`config.mk`:
```
export PLATFORM = sky130hd
export DESIGN_NAME = wsn_radio_tx_flat
export DESIGN_NICKNAME = d
export VERILOG_FILES = /design/src/rtl/wsn_radio_tx_pkg.sv /design/src/rtl/wsn_radio_tx_if.sv /design/src/rtl/wsn_crc8.sv /design/src/rtl/wsn_radio_tx.sv /design/src/flat_wrapper.sv
export SDC_FILE = /design/constraint.sdc
export NUM_CORES = 1
export LEC_CHECK = 0
export BUFFER_PORTS_ARGS = -buffer_cell sky130_fd_sc_hd__buf_4
export CAP_MARGIN = 30
export CORE_ASPECT_RATIO = 0.8
export CORE_UTILIZATION = 45
export DETAILED_ROUTE_END_ITERATION = 8
export PLACE_DENSITY = 0.64
export RECOVER_POWER = 25
export SETUP_SLACK_MARGIN = 0.4
export SLEW_MARGIN = 20
export SYNTH_ARGS = -nofsm -noshare
export SYNTH_HDL_FRONTEND = slang
export SYNTH_SLANG_ARGS = --single-unit
```
`constraint.sdc`:
```
create_clock -name clk -period 3.9 [get_ports clk]
set_clock_uncertainty 0.2 [all_clocks]
set_input_delay 0.39 -clock clk [delete_from_list [all_inputs] [get_ports clk]]
set_output_delay 0.39 -clock clk [all_outputs]
set_load 0.01 [all_outputs]
```
`src/rtl/wsn_radio_tx_pkg.sv`:
```
// Purpose: state encoding, framing constants and the CRC-8 bit-step helper for wsn_radio_tx.
// Latency: not applicable (types and constants only).
// Backpressure: not applicable.
package wsn_radio_pkg;

    localparam logic [2:0] ST_IDLE = 3'd0;
    localparam logic [2:0] ST_PRE  = 3'd1;
    localparam logic [2:0] ST_SFD  = 3'd2;
    localparam logic [2:0] ST_LEN  = 3'd3;
    localparam logic [2:0] ST_PAY  = 3'd4;
    localparam logic [2:0] ST_CRC  = 3'd5;
    localparam logic [2:0] ST_FIN  = 3'd6;

    typedef enum logic [2:0] {
        IDLE   = ST_IDLE,
        PRE    = ST_PRE,
        SFD_ST = ST_SFD,
        LEN_ST = ST_LEN,
        PAY    = ST_PAY,
        CRC_ST = ST_CRC,
        FIN    = ST_FIN
    } tx_state_t;

    localparam logic [7:0] PREAMBLE_BYTE = 8'hAA;
    localparam logic [7:0] CRC8_POLY     = 8'h07;
    localparam logic [7:0] CRC8_INIT     = 8'h00;

    // One CRC-8 step for a single incoming bit (non-reflected shift register).
    function automatic logic [7:0] crc8_bit(input logic [7:0] crc, input logic din);
        return {crc[6:0], 1'b0} ^ ((crc[7] ^ din) ? CRC8_POLY : 8'h00);
    endfunction

endpackage

```
`src/rtl/wsn_radio_tx_if.sv`:
```
// Purpose: CPU-side payload handshake, status and antenna output/enable pair of wsn_radio_tx.
// Latency: not applicable (signal bundle only).
// Backpressure: data_ready is asserted by the transmitter only when it takes a payload byte.
interface wsn_radio_tx_if;
    logic       start;
    logic [7:0] len;
    logic [7:0] data;
    logic       data_valid;
    logic       data_ready;
    logic       busy;
    logic       done;
    logic       err;
    logic       ant_o;
    logic       ant_oe;

    modport master (
        output start, len, data, data_valid,
        input  data_ready, busy, done, err, ant_o, ant_oe
    );

    modport slave (
        input  start, len, data, data_valid,
        output data_ready, busy, done, err, ant_o, ant_oe
    );
endinterface

```
`src/rtl/wsn_crc8.sv`:
```
// Purpose: bit-serial CRC-8 (poly 0x07, init 0x00) with synchronous clear and bit enable.
// Latency: crc_o is combinational and already includes the bit presented while en_i=1.
// Backpressure: none; a bit is absorbed on every clock with en_i=1.
module wsn_crc8
    import wsn_radio_pkg::*;
(
    input  logic       clk,
    input  logic       reset,
    input  logic       clr_i,
    input  logic       en_i,
    input  logic       bit_i,
    output logic [7:0] crc_o
);

    logic [7:0] crc_q;
    logic [7:0] crc_d;

    // Look-ahead value so the caller can load the finished CRC on the same edge as the last bit.
    always_comb begin
        crc_o = en_i ? crc8_bit(crc_q, bit_i) : crc_q;
        crc_d = clr_i ? CRC8_INIT : crc_o;
    end

    // CRC register.
    always_ff @(posedge clk or posedge reset) begin
        if (reset) begin
            crc_q <= CRC8_INIT;
        end else begin
            crc_q <= crc_d;
        end
    end

endmodule

```
`src/rtl/wsn_radio_tx.sv`:
```
// Purpose: frames preamble/SFD/len/payload[/CRC-8 when WSN_TX_CRC_EN is defined] into LSB-first NRZ on ant_o/ant_oe.
// Latency: first bit on the cycle after start is sampled; done (PRE_BYTES+2+len[+1])*8*BIT_CLKS+1 cycles after start.
// Backpressure: payload pulled via data_ready on byte boundaries; data_valid low there aborts the frame with err.
module wsn_radio_tx
    import wsn_radio_pkg::*;
#(
    parameter int         BIT_CLKS  = 16,
    parameter int         PRE_BYTES = 4,
    parameter logic [7:0] SFD       = 8'hD5
) (
    input  logic clk,
    input  logic reset,
    wsn_radio_tx_if.slave tx_if
);

    localparam int              CW        = (BIT_CLKS > 1) ? $clog2(BIT_CLKS) : 1;
    localparam logic [CW-1:0]   CLK_LAST  = CW'(BIT_CLKS - 1);
    localparam logic [7:0]      PRE_LAST  = 8'(PRE_BYTES - 1);

    tx_state_t     state_q, state_d;
    logic [CW-1:0] clk_cnt_q, clk_cnt_d;
    logic [2:0]    bit_cnt_q, bit_cnt_d;
    logic [7:0]    byte_cnt_q, byte_cnt_d;
    logic [7:0]    len_q, len_d;
    logic [7:0]    sh_q, sh_d;
    logic          ant_o_q, ant_o_d;
    logic          ant_oe_q, ant_oe_d;
    logic          err_q, err_d;

    logic          bit_end;
    logic          byte_end;
    logic          more_pay;
    logic          data_ready;
    logic          load;
    logic [7:0]    nxt_byte;

`ifdef WSN_TX_CRC_EN
    logic          crc_clr;
    logic          crc_en;
    logic [7:0]    crc_val;

    // Clear on every accepted start; absorb each len/payload bit on its last cycle.
    assign crc_clr = (state_q == IDLE) && tx_if.start;
    assign crc_en  = bit_end && ((state_q == LEN_ST) || (state_q == PAY));

    wsn_crc8 u_crc8 (
        .clk   (clk),
        .reset (reset),
        .clr_i (crc_clr),
        .en_i  (crc_en),
        .bit_i (ant_o_q),
        .crc_o (crc_val)
    );
`endif

    assign bit_end    = (clk_cnt_q == CLK_LAST);
    assign byte_end   = bit_end && (bit_cnt_q == 3'd7);
    // In LEN_ST the remaining count is len itself; in PAY it is the bytes left after the current one.
    assign more_pay   = (state_q == LEN_ST) ? (len_q != 8'd0) : (byte_cnt_q != 8'd0);
    assign data_ready = byte_end && ((state_q == LEN_ST) || (state_q == PAY)) && more_pay;

    assign tx_if.data_ready = data_ready;
    assign tx_if.busy       = (state_q != IDLE) && (state_q != FIN);
    assign tx_if.done       = (state_q == FIN);
    assign tx_if.err        = err_q;
    assign tx_if.ant_o      = ant_o_q;
    assign tx_if.ant_oe     = ant_oe_q;

    // Framing FSM, bit/byte timing and next-byte selection.
    always_comb begin
        state_d    = state_q;
        clk_cnt_d  = clk_cnt_q;
        bit_cnt_d  = bit_cnt_q;
        byte_cnt_d = byte_cnt_q;
        len_d      = len_q;
        sh_d       = sh_q;
        ant_o_d    = ant_o_q;
        ant_oe_d   = ant_oe_q;
        err_d      = err_q;
        load       = 1'b0;
        nxt_byte   = 8'h00;

        case (state_q)
            IDLE: begin
                if (tx_if.start) begin
                    state_d    = PRE;
                    len_d      = tx_if.len;
                    err_d      = 1'b0;
                    clk_cnt_d  = '0;
                    bit_cnt_d  = 3'd0;
                    byte_cnt_d = 8'd0;
                    ant_oe_d   = 1'b1;
                    load       = 1'b1;
                    nxt_byte   = PREAMBLE_BYTE;
                end
            end
            FIN: begin
                state_d = IDLE;
            end
            default: begin
                if (!bit_end) begin
                    clk_cnt_d = clk_cnt_q + 1'b1;
                end else begin
                    clk_cnt_d = '0;
                    if (bit_cnt_q != 3'd7) begin
                        bit_cnt_d = bit_cnt_q + 3'd1;
                        sh_d      = {1'b0, sh_q[7:1]};
                        ant_o_d   = sh_q[1];
                    end else begin
                        bit_cnt_d = 3'd0;
                        case (state_q)
                            PRE: begin
                                load = 1'b1;
                                if (byte_cnt_q == PRE_LAST) begin
                                    state_d  = SFD_ST;
                                    nxt_byte = SFD;
                                end else begin
                                    byte_cnt_d = byte_cnt_q + 8'd1;
                                    nxt_byte   = PREAMBLE_BYTE;
                                end
                            end
                            SFD_ST: begin
                                state_d  = LEN_ST;
                                load     = 1'b1;
                                nxt_byte = len_q;
                            end
                            LEN_ST, PAY: begin
                                if (more_pay) begin
                                    if (tx_if.data_valid) begin
                                        state_d    = PAY;
                                        load       = 1'b1;
                                        nxt_byte   = tx_if.data;
                                        byte_cnt_d = (state_q == LEN_ST) ? (len_q - 8'd1)
                                                                         : (byte_cnt_q - 8'd1);
                                    end else begin
                                        // Underrun: truncate the frame, never append a CRC.
                                        err_d   = 1'b1;
                                        state_d = FIN;
                                    end
                                end else begin
`ifdef WSN_TX_CRC_EN
                                    state_d  = CRC_ST;
                                    load     = 1'b1;
                                    nxt_byte = crc_val;
`else
                                    state_d  = FIN;
`endif
                                end
                            end
                            default: begin
                                state_d = FIN;
                            end
                        endcase
                    end
                end
            end
        endcase

        if (load) begin
            sh_d    = nxt_byte;
            ant_o_d = nxt_byte[0];
        end
        // Release the wire on entry to FIN so the pair is already idle while done is high.
        if (state_d == FIN) begin
            ant_oe_d = 1'b0;
            ant_o_d  = 1'b0;
        end
    end

    // State and datapath registers.
    always_ff @(posedge clk or posedge reset) begin
        if (reset) begin
            state_q    <= IDLE;
            clk_cnt_q  <= '0;
            bit_cnt_q  <= 3'd0;
            byte_cnt_q <= 8'd0;
            len_q      <= 8'd0;
            sh_q       <= 8'd0;
            ant_o_q    <= 1'b0;
            ant_oe_q   <= 1'b0;
            err_q      <= 1'b0;
        end else begin
            state_q    <= state_d;
            clk_cnt_q  <= clk_cnt_d;
            bit_cnt_q  <= bit_cnt_d;
            byte_cnt_q <= byte_cnt_d;
            len_q      <= len_d;
            sh_q       <= sh_d;
            ant_o_q    <= ant_o_d;
            ant_oe_q   <= ant_oe_d;
            err_q      <= err_d;
        end
    end

endmodule

```
`src/flat_wrapper.sv`:
```
// flat-port wrapper written by rule: the top's interface ports become plain ports
module wsn_radio_tx_flat import wsn_radio_pkg::*;
#(
    parameter int         BIT_CLKS  = 16,
    parameter int         PRE_BYTES = 4,
    parameter logic [7:0] SFD       = 8'hD5
)
  (clk, reset, tx_if_start, tx_if_len, tx_if_data, tx_if_data_valid, tx_if_data_ready, tx_if_busy, tx_if_done, tx_if_err, tx_if_ant_o, tx_if_ant_oe);
  wsn_radio_tx_if tx_if_i ();
  input  logic clk;
  input  logic reset;
  input wire logic [$bits(tx_if_i.start)-1:0] tx_if_start;
  input wire logic [$bits(tx_if_i.len)-1:0] tx_if_len;
  input wire logic [$bits(tx_if_i.data)-1:0] tx_if_data;
  input wire logic [$bits(tx_if_i.data_valid)-1:0] tx_if_data_valid;
  output wire logic [$bits(tx_if_i.data_ready)-1:0] tx_if_data_ready;
  output wire logic [$bits(tx_if_i.busy)-1:0] tx_if_busy;
  output wire logic [$bits(tx_if_i.done)-1:0] tx_if_done;
  output wire logic [$bits(tx_if_i.err)-1:0] tx_if_err;
  output wire logic [$bits(tx_if_i.ant_o)-1:0] tx_if_ant_o;
  output wire logic [$bits(tx_if_i.ant_oe)-1:0] tx_if_ant_oe;
  assign tx_if_i.start = tx_if_start;
  assign tx_if_i.len = tx_if_len;
  assign tx_if_i.data = tx_if_data;
  assign tx_if_i.data_valid = tx_if_data_valid;
  assign tx_if_data_ready = tx_if_i.data_ready;
  assign tx_if_busy = tx_if_i.busy;
  assign tx_if_done = tx_if_i.done;
  assign tx_if_err = tx_if_i.err;
  assign tx_if_ant_o = tx_if_i.ant_o;
  assign tx_if_ant_oe = tx_if_i.ant_oe;
  wsn_radio_tx #(.BIT_CLKS(BIT_CLKS), .PRE_BYTES(PRE_BYTES), .SFD(SFD)) u_core (.clk(clk), .reset(reset), .tx_if(tx_if_i));
endmodule
```
* Yosys cells after proc, flatten, opt, wreduce, memory -nomap -nowiden
Index checks and enable logic that the tools add are counted.
** Word-level totals
- Register bits :: 37
- Bits in latches :: 0
- Bits in writable memories :: 0
- Memory bits (read-only) :: 0
- Input port bits :: 20
- Word-level logic and storage cells :: 123
- Memories kept :: 0
** Operators by class
- $add $sub $neg :: 5
- Multipliers :: 0
- Divide/modulo/power cells :: 0
- Order comparisons :: 0
- Equality and inequality tests :: 19
- Shift operators :: 0
- Multiplexer cells :: 59
- Bitwise logic cells :: 1
- Reduce and logical (&&, ||, !) cells :: 30
** Operator list (number)
- two-way mux 8 bit :: 16
- one-hot mux 8 bit (2 select lines) :: 3
- one-hot mux 8 bit (3 select lines) :: 1
- two-way mux 3 bit :: 7
- two-way mux 1 bit :: 20
- nonzero test 8 bit :: 2
- subtractor 8 x 1 -> 8 bit, second input constant :: 2
- nonzero test 2 bit :: 7
- == test 3 bit, second input constant :: 4
- inequality test 3 bit, second input constant :: 4
- one-hot mux 3 bit (2 select lines) :: 2
- nonzero test 3 bit :: 4
- one-hot mux 3 bit (3 select lines) :: 1
- AND reduction 3 bit :: 3
- adder 8 x 1 -> 8 bit, second input constant :: 1
- == test 8 x 2 -> 1 bit, second input constant :: 1
- two-way mux 4 bit :: 2
- one-hot mux 4 bit (2 select lines) :: 1
- AND reduction 8 bit :: 1
- two-way mux 7 bit :: 1
- AND reduction 7 bit :: 1
- == test 3 x 2 -> 1 bit, second input constant :: 2
- one-hot mux 1 bit (2 select lines) :: 3
- AND reduction 2 bit :: 3
- other kinds (14) :: 22

* Longest topological paths before layout
Gate-level depths: netlist of run 1.
- Word-level depth :: 10
- Depth in mapped cells :: 12
- Mapped depth without buffers :: 9

* Least setup slack after synthesis of run 1
No wires, ideal clock.
- Path type :: reg2reg
- Start point :: reg u_core.state_q[2]
- End point :: reg u_core.byte_cnt_q[4]
- Setup time :: 0.133 ns
- Data arrival time :: 2.422 ns
- Data required time :: 3.567 ns
- Setup slack :: 1.145 ns
- Stages on the path, launching flop included :: 13
- Buffers on the path :: 3
- Period minus slack after synthesis :: 2.755 ns
- Path through :: dfrtp_1 -> clkbuf_8 -> and3b_1 -> clkbuf_1 -> clkbuf_1 -> nor2_1 -> a21oi_1 -> ha_1 -> nor3b_1 -> xnor2_1 -> nor2_1 -> a311oi_1 -> o21ai_0
** On the way
- Longest elaborated chain between the ends :: 8
** Ends and longest elaborated chain
- from (decl) :: line wsn_radio_tx.sv:20 : tx_state_t state_q, state_d;
- from (signal assigned) :: line wsn_radio_tx.sv:183 : state_q <= state_d;
- == test 3 x 2 -> 1 bit :: line wsn_radio_tx.sv:59, wsn_radio_tx.sv:111, wsn_radio_tx.sv:133
- two-way mux 8 bit :: line wsn_radio_tx.sv:133 : byte_cnt_d = (state_q == LEN_ST) ? (len_q - 8'd1)
- two-way mux 8 bit :: line wsn_radio_tx.sv:129 : if (tx_if.data_valid) begin
- two-way mux 8 bit :: line wsn_radio_tx.sv:128 : if (more_pay) begin
- one-hot mux 8 bit (2 select lines) :: line wsn_radio_tx.sv:111 : case (state_q)
- two-way mux 8 bit :: line wsn_radio_tx.sv:105 : if (bit_cnt_q != 3'd7) begin
- two-way mux 8 bit :: line wsn_radio_tx.sv:101 : if (!bit_end) begin
- one-hot mux 8 bit (2 select lines) :: line wsn_radio_tx.sv:83 : case (state_q)
- to (signal assigned) :: line wsn_radio_tx.sv:186 : byte_cnt_q <= byte_cnt_d;
- to (decl) :: line wsn_radio_tx.sv:23 : logic [7:0] byte_cnt_q, byte_cnt_d;
Several ways; a longest one is shown, not always the timed one. The select of a mux whose other input is x is not followed.
A chain may end at the register's enable or synchronous reset.

* Final worst setup path of run 1
- Start point :: reg u_core.state_q[1]
- End point :: reg u_core.byte_cnt_q[4]
The elaborated chain is that of the path after synthesis.

==> metrics, run 1 <==
initial antenna violation count 0; total track usage between 20% and 30%; DP Worst Slack roughly 870 ps; Ports 26; Die Y between 70 and 80 µm; Root Driver clkbuf_8; LEAKAGE 0.00125 µW; Die ar. around 6300 µm²; met3 Track Usage GR 3.85%; synth warn 0; Hold Crit Class input port to flip-flop; Clock transition at path regs 70 ps; Post-DRT Antenna Nets 0; row count 24; antenna cells 0; Top FF cell, synth dfrtp_1; Max Clk Rate between 300 and 400 MHz; pin count of the biggest net entering global routing 37; number of global-route vias before repair 2316; number of H-tree levels 2; Hold Path Depth 3; max cap viols 1; post-synthesis cell area ~2700 µm²; TritonRoute pass-1 iters 5; Pwr Density 485 nW/µm²; RSZ-0062 raised after global routing no; Hold Fails Final Rpt 0; TritonCTS buffer count 5; sequential area share after synthesis between 30% and 40%; drt total wl between 7000 and 8000 µm; Area contributors post-synth dfrtp_1 (34%), nand2_1 (5.5%), a21oi_1 (4.1%); Yosys reg bits 36; DRC 0; later-pin clock latency in the skew report between 200 and 300 ps; setup TNS 0 ps; share of layout cells above drive strength 1 between 10% and 20%; Setup Fix Bufs, Post-CTS 0; initial cell density of the core 48.0%; Remaining Overflow, GRT 0; pin slew with the least headroom to its limit between 1500 and 2000 ps; post-layout power ~1400 µW; post-CTS resize count 0; first-pass GRT wire length roughly 12000 µm; most used routing layer met1; min Tclk post-route about 3100 ps; multi-input logic area around 1600 µm²; Hold Path End u_core.len_q[7]$_DFFE_PP0P_; drt wl/cell approximately 17 µm; R2R cell count 9; ys async rst share 100%; Setup-failing EPs final 0; cell taking the most area after synthesis dfrtp_1; via count about 2500; number of flops mapped to enable cells by yosys 0; Clock Path Buffers 2; Synthesized Nets 345; CTS tree done; Post-layout nets approximately 360; Final HPWL DP 5140 µm; core area around 5600 µm²; crit path kind flip-flop to flip-flop; failing checks max-capacitance violations, max-slew violations; worst setup margin approximately 780 ps; Synth-to-Final Area Change 10.5%; Critical R2R Launch u_core.state_q[1]$_DFF_PP0_; Slew Limit Fails 37; Global Route met1 Usage around two fifths; R2R Path End u_core.byte_cnt_q[4]$_DFFE_PP0P_; fill cell count 534; worst reg-to-reg setup slack roughly 800 ps; GPL Wtd Cong 0.948; Horiz. Die Dim approximately 88 µm; start point of the worst min-delay path tx_if_len[7]; Hold Buf Count CTS 0; Mean Syn Cell Area around 8.4 µm²; final worst-path cycle share approximately four fifths; Via density 6.12; Critical Path RT 3860 ps; distinct cell type count after synthesis 66; initial DRC count around 210; relative slew slack -29.9%; Peak supply drop approximately 0.28 mV; M2 GR Usage between 30 and 40%; top-area cell type share of the netlist area 33.6%; crit path launch type flip-flop; arrival time at the worst endpoint approximately 3100 ps; Post-Synthesis Cells 319; Sink Count 36; CP Max Fanout 22; status finished with violations; Register Area around 900 µm²; Port-buffer cells 25; CP endpoint kind flip-flop
flip-flops by register name, summed over array words and instances (netlist names):
name                 count
u_core.tx_if.ant_o       1
u_core.byte_cnt_q        8
u_core.bit_cnt_q         3
u_core.clk_cnt_q         4
u_core.sh_q              7
u_core.tx_if.ant_oe      1
u_core.len_q             8
u_core.state_q           3
u_core.tx_if.err         1
cell usage after synthesis, types with 3 or more instances:
library cell / instances
o31ai_1: 8
nand2_1: 39
clkbuf_1: 14
nand3_1: 9
ha_1: 6
or3_1: 3
o21a_1: 5
nor2b_1: 3
a211o_1: 4
a211oi_1: 4
a21o_1: 4
a31oi_1: 8
and3_1: 4
o32a_1: 4
o22a_2: 3
nor3b_1: 4
o21ai_0: 19
nand4_1: 4
nor2_1: 20
dfrtp_1: 36
nor3_1: 10
inv_1: 9
mux2_4: 3
a21oi_1: 22
buf_2: 3
buf_6: 4
o211ai_1: 11
and2_1: 5
routing by layer:
metal / routed length, µm / vias up / share of wire (%)
met2: 2990 / 116 / 42
met1: 3580 / 1184 / 51
li1: - / 1220 / -
met3: 440 / 6 / 6.2
met4: 38 / 0 / 0.54
met5: 0 / - / 0
worst max-delay path, stage by stage, from the launching register on:
cell	delay [ps]
dfrtp_1	710
and3b_1	600
nor2_1	80
a21oi_1	140
ha_1	340
nor3b_1	350
xnor2_1	160
nor2_1	60
a311oi_1	240
o21ai_0	100
area by class of cell:
cell class | instances | share of cell area (%)
inverters | 9 | 1.14
clock buffers | 6 | 2.45
clock inverters | 1 | 0.169
well taps | 78 | 3.30
multi-input cells | 250 | 54.3
flip-flops and latches | 36 | 30.4
repair buffers | 33 | 8.24
layout by cell type, fill, tap and decap left out, types with 4 or more instances in the layout:
cell type / instances
nor3_1: 10
and2_1: 5
a21oi_1: 22
o21a_1: 5
o31ai_1: 8
nand3_1: 9
a21o_1: 4
o211ai_1: 11
inv_1: 9
clkbuf_8: 5
a211o_1: 4
nand4_1: 4
a211oi_1: 4
ha_1: 6
nor2_1: 20
o32a_1: 4
and3_1: 4
buf_4: 31
nor3b_1: 4
o21ai_0: 19
a31oi_1: 8
nand2_1: 39
dfrtp_1: 36
power by group:
part / internal (µW) / leakage (µW) / switching, µW
Clock: 121 / 0.0000410 / 128
Sequential: 483 / 0.000442 / 140
Combinational: 277 / 0.000770 / 287
Total: 882 / 0.00125 / 555
per-stage QoR:
step	instance area [µm²]	hold slack, ps	util (%)	instances
floorplan	2680	283	-	319
global placement	2890	292	51.7	406
detailed placement	2890	296	51.7	406
CTS	2960	26.7	53.1	413
global route	2960	89.7	53.0	413
finish	2960	88.7	53.0	413
how the worst max path moves through the flow:
stage,slack [ps],cells after the start,start,to
after global placement,940,5,u_core.state_q[1]$_DFF_PP0_,u_core.sh_q[4]$_DFFE_PP0P_
final,780,9,u_core.state_q[1]$_DFF_PP0_,u_core.byte_cnt_q[4]$_DFFE_PP0P_
after CTS,860,9,u_core.state_q[1]$_DFF_PP0_,u_core.byte_cnt_q[4]$_DFFE_PP0P_
after global routing,550,9,u_core.state_q[1]$_DFF_PP0_,u_core.byte_cnt_q[6]$_DFFE_PP0P_
after floorplan,1150,12,u_core.state_q[2]$_DFF_PP0_,u_core.byte_cnt_q[4]$_DFFE_PP0P_
after detailed placement,870,9,u_core.state_q[1]$_DFF_PP0_,u_core.byte_cnt_q[4]$_DFFE_PP0P_
logic make-up after synthesis:
| group | synth area share, % |
|---|---|
| simple gates | 24.3 |
| buf+inv | 6.44 |
| fa+ha+maj | 2.80 |
| mux | 3.27 |
| compound gates | 28.2 |
| xor+xnor | 1.31 |
| flops | 33.6 |
Note: power is estimated with default switching activity, not from simulation.
==> inputs of run 2 (changes only) <==
- ABC_AREA: not set -> 1
- PLACE_DENSITY: 0.64 -> 0.67
- clock period: 3.9 -> 2.8 ns (I/O delays scaled with it)
==> run 2 against run 1 <==
  * The flow now finishes without violations
  * Clock-buffer cell count unchanged
  * Critical path depth decreased by 2
  * Global-route usage decreased by 1.4 points
  * Non-clock buffer count increased by 5
  * Utilization increased by 2.7 points
  * Total power decreased by 34%
  * Setup slack got worse by 210 ps
  * Sequential cell count unchanged
  * Combinational power decreased by 92%
  * Critical endpoint is now tx_if_data_ready
==> metrics, run 2 <==
GPL Wtd Cong 0.928; drt total wl 6280 µm; worst path cell trace ha_1 > ha_2 > inv_1 > nor2_2 > inv_1 > nor3_2 > buf_4; worst reg-to-reg setup slack a little over 600 ps; R2R cell count 9; pin slew with the least headroom to its limit ~740 ps; commonest non-fill, non-tap cells in the layout nand2_1 (119), dfrtp_1 (36), inv_1 (34), nand3_1 (34); post-synthesis cell area 2530 µm²; max cap viols 0; initial DRC count 176; crit path kind flip-flop to output port; Setup-failing EPs final 0; fill cell count between 500 and 600; share of layout cells above drive strength 1 approximately a fifth; TritonCTS buffer count 5; crit path launch type flip-flop; synth warn 0; top-count cell post-synth nand2_1; Pwr Density roughly 310 nW/µm²; Hold Crit Class input port to flip-flop; RSZ-0062 raised after global routing no; first-pass GRT wire length about 11000 µm; number of flops mapped to enable cells by yosys 0; Port-buffer cells 25; Post-DRT Antenna Nets 0; pin count of the biggest net entering global routing 20; Max Clk Rate approximately 450 MHz; Worst Hold Slack approximately 15 ps; worst path bufs/invs 3; distinct cell type count after synthesis 37; later-pin clock latency in the skew report ~290 ps; arrival time at the worst endpoint around 1800 ps; row count 24; final worst-path cycle share between 70% and 80%; Top cell by count, worst path inv_1; Die Y between 60 and 70 µm; relative slew slack between 50% and 60%; Post-Synthesis Cells 360; via count between 2000 and 2500; slowest cell delay on critical path between 300 and 400 ps; top-area cell type share of the netlist area a little over a third; LEAKAGE 0.00153 µW; Ports 26; commonest non-fill, non-tap cell in the layout nand2_1; Post-synth top cells nand2_1 (119), dfrtp_1 (36), inv_1 (34), nand3_1 (34), nor2_1 (26); biggest regs u_core.byte_cnt_q (8), u_core.len_q (8), u_core.sh_q (7); Remaining Overflow, GRT 0; Via density 5.11; CTS tree done; Max stage delay cell, worst path dfrtp_1; Post-layout nets roughly 430; number of global-route vias before repair 2316; cell taking the most area after synthesis dfrtp_1; Peak supply drop roughly 0.18 mV; Clock Path Buffers 2; Synth-to-Final Area Change 19.5%; TritonRoute pass-1 iters 5; Area contributors post-synth dfrtp_1 (36%), nand2_1 (18%), nand3_1 (6.7%); start point of the worst min-delay path tx_if_len[2]; core area between 5000 and 6000 µm²; Sink Count 36; sequential area share after synthesis 35.6%; Horiz. Die Dim approximately 86 µm; DRC 0; Synthesized Nets between 300 and 400; CP delay by family, top adder cells; setup TNS 0 ps; Yosys reg bits 36; Die ar. between 5000 and 6000 µm²; antenna cells 0; Critical Path RT between 2000 and 2500 ps; Hold Path Depth 3; number of H-tree levels 2; Slew Limit Fails 0; final core utilization between 50% and 60%; Root Driver clkbuf_8; CP Max Fanout 5; Critical R2R Launch u_core.state_q[1]$_DFF_PP0_; initial antenna violation count 0; R2R Path End u_core.byte_cnt_q[3]$_DFFE_PP0P_; CP endpoint kind output port; Hold Path End u_core.len_q[2]$_DFFE_PP0P_; ys async rst share 100%; Hold Fails Final Rpt 0; Clock transition at path regs roughly 70 ps; status finished clean; Top FF cell, synth dfrtp_1; Mean Syn Cell Area about 7 µm²; min Tclk post-route between 2000 and 2500 ps; drt wl/cell between 10 and 15 µm; Final HPWL DP between 4000 and 5000 µm; initial cell density of the core 46.6%; total track usage 23.4%
-- run 2: changes by cell type after synthesis, sizes merged, moves of 11 or more --
cell	delta
o21ai	+13
nand2	+90
inv	+35
o211ai	-11
nand3	+28
nor2	+16
clkbuf	-15
-- run 2: worst reg2reg max path, delay by kind of cell, from the launching register on --
family	cells	cell delay, ps
AO/OA/AOI/OAI	3	540
flip-flops	1	490
buffers and inverters	1	100
AND/OR/NAND/NOR	5	760
-- run 2: repair_timing --
action                                 CTS  global route
hold buffers                             8             0
endpoints found under the hold margin   15             0
pin swaps                                0             1
gates resized for setup                  1             4
buffers inserted                         0             3
gates cloned                             0             0
setup endpoints to repair                1            12
-- run 2: worst max path at each step --
stage,cells past startpoint,slack [ps],startpoint,endpoint
after global placement,10,570,u_core.state_q[0]$_DFF_PP0_,u_core.sh_q[7]$_DFFE_PP0P_
after floorplan,9,840,u_core.state_q[2]$_DFF_PP0_,u_core.byte_cnt_q[4]$_DFFE_PP0P_
after detailed placement,10,510,u_core.state_q[0]$_DFF_PP0_,u_core.sh_q[7]$_DFFE_PP0P_
after CTS,7,450,u_core.bit_cnt_q[0]$_DFFE_PP0P_,tx_if_data_ready
final,7,570,u_core.bit_cnt_q[0]$_DFFE_PP0P_,tx_if_data_ready
after global routing,10,430,u_core.state_q[2]$_DFF_PP0_,u_core.byte_cnt_q[5]$_DFFE_PP0P_
-- run 2: through the flow --
step,instances,total power (µW),instance area (µm²),setup slack [ps]
after CTS,478,965,2990,451
after global placement,462,568,2810,574
final,481,949,3030,570
after floorplan,360,540,2530,841
after detailed placement,462,568,2810,514
after global routing,481,992,3030,435
-- run 2: cells by family after synthesis --
family | Yosys count | synth area share, %
AOI/OAI and AO/OA | 55 | 12.9
DFF | 36 | 35.6
buffers and inverters | 49 | 7.81
xor gates and xnor gates | 2 | 0.692
and+or+nand+nor | 212 | 40.0
adders and majority gates | 6 | 2.97
-- run 2: layout make-up --
class | count | area (µm²) | share of cell area (%)
Tap cell | 78 | 97.6 | 3.23
Multi-Input combinational cell | 275 | 1450 | 47.9
Timing Repair Buffer | 38 | 307 | 10.1
Inverter | 46 | 178 | 5.87
Clock buffer | 6 | 82.6 | 2.73
Sequential cell | 36 | 901 | 29.8
Clock inverter | 2 | 10.0 | 0.331
-- run 2: layer usage --
metal	vias to the layer above	part of all wire (%)	wire, µm	global-route usage (%)
met5	-	0	0	0
li1	1244	-	-	-
met2	87	40	2510	31.4
met1	1113	52	3260	35.7
met3	13	5.7	357	4.79
met4	0	2.4	150	10.6
-- run 2: where the power goes --
group          internal (µW)  switching [µW]
Clock                    196             186
Sequential               520               0
Combinational           26.3            20.0
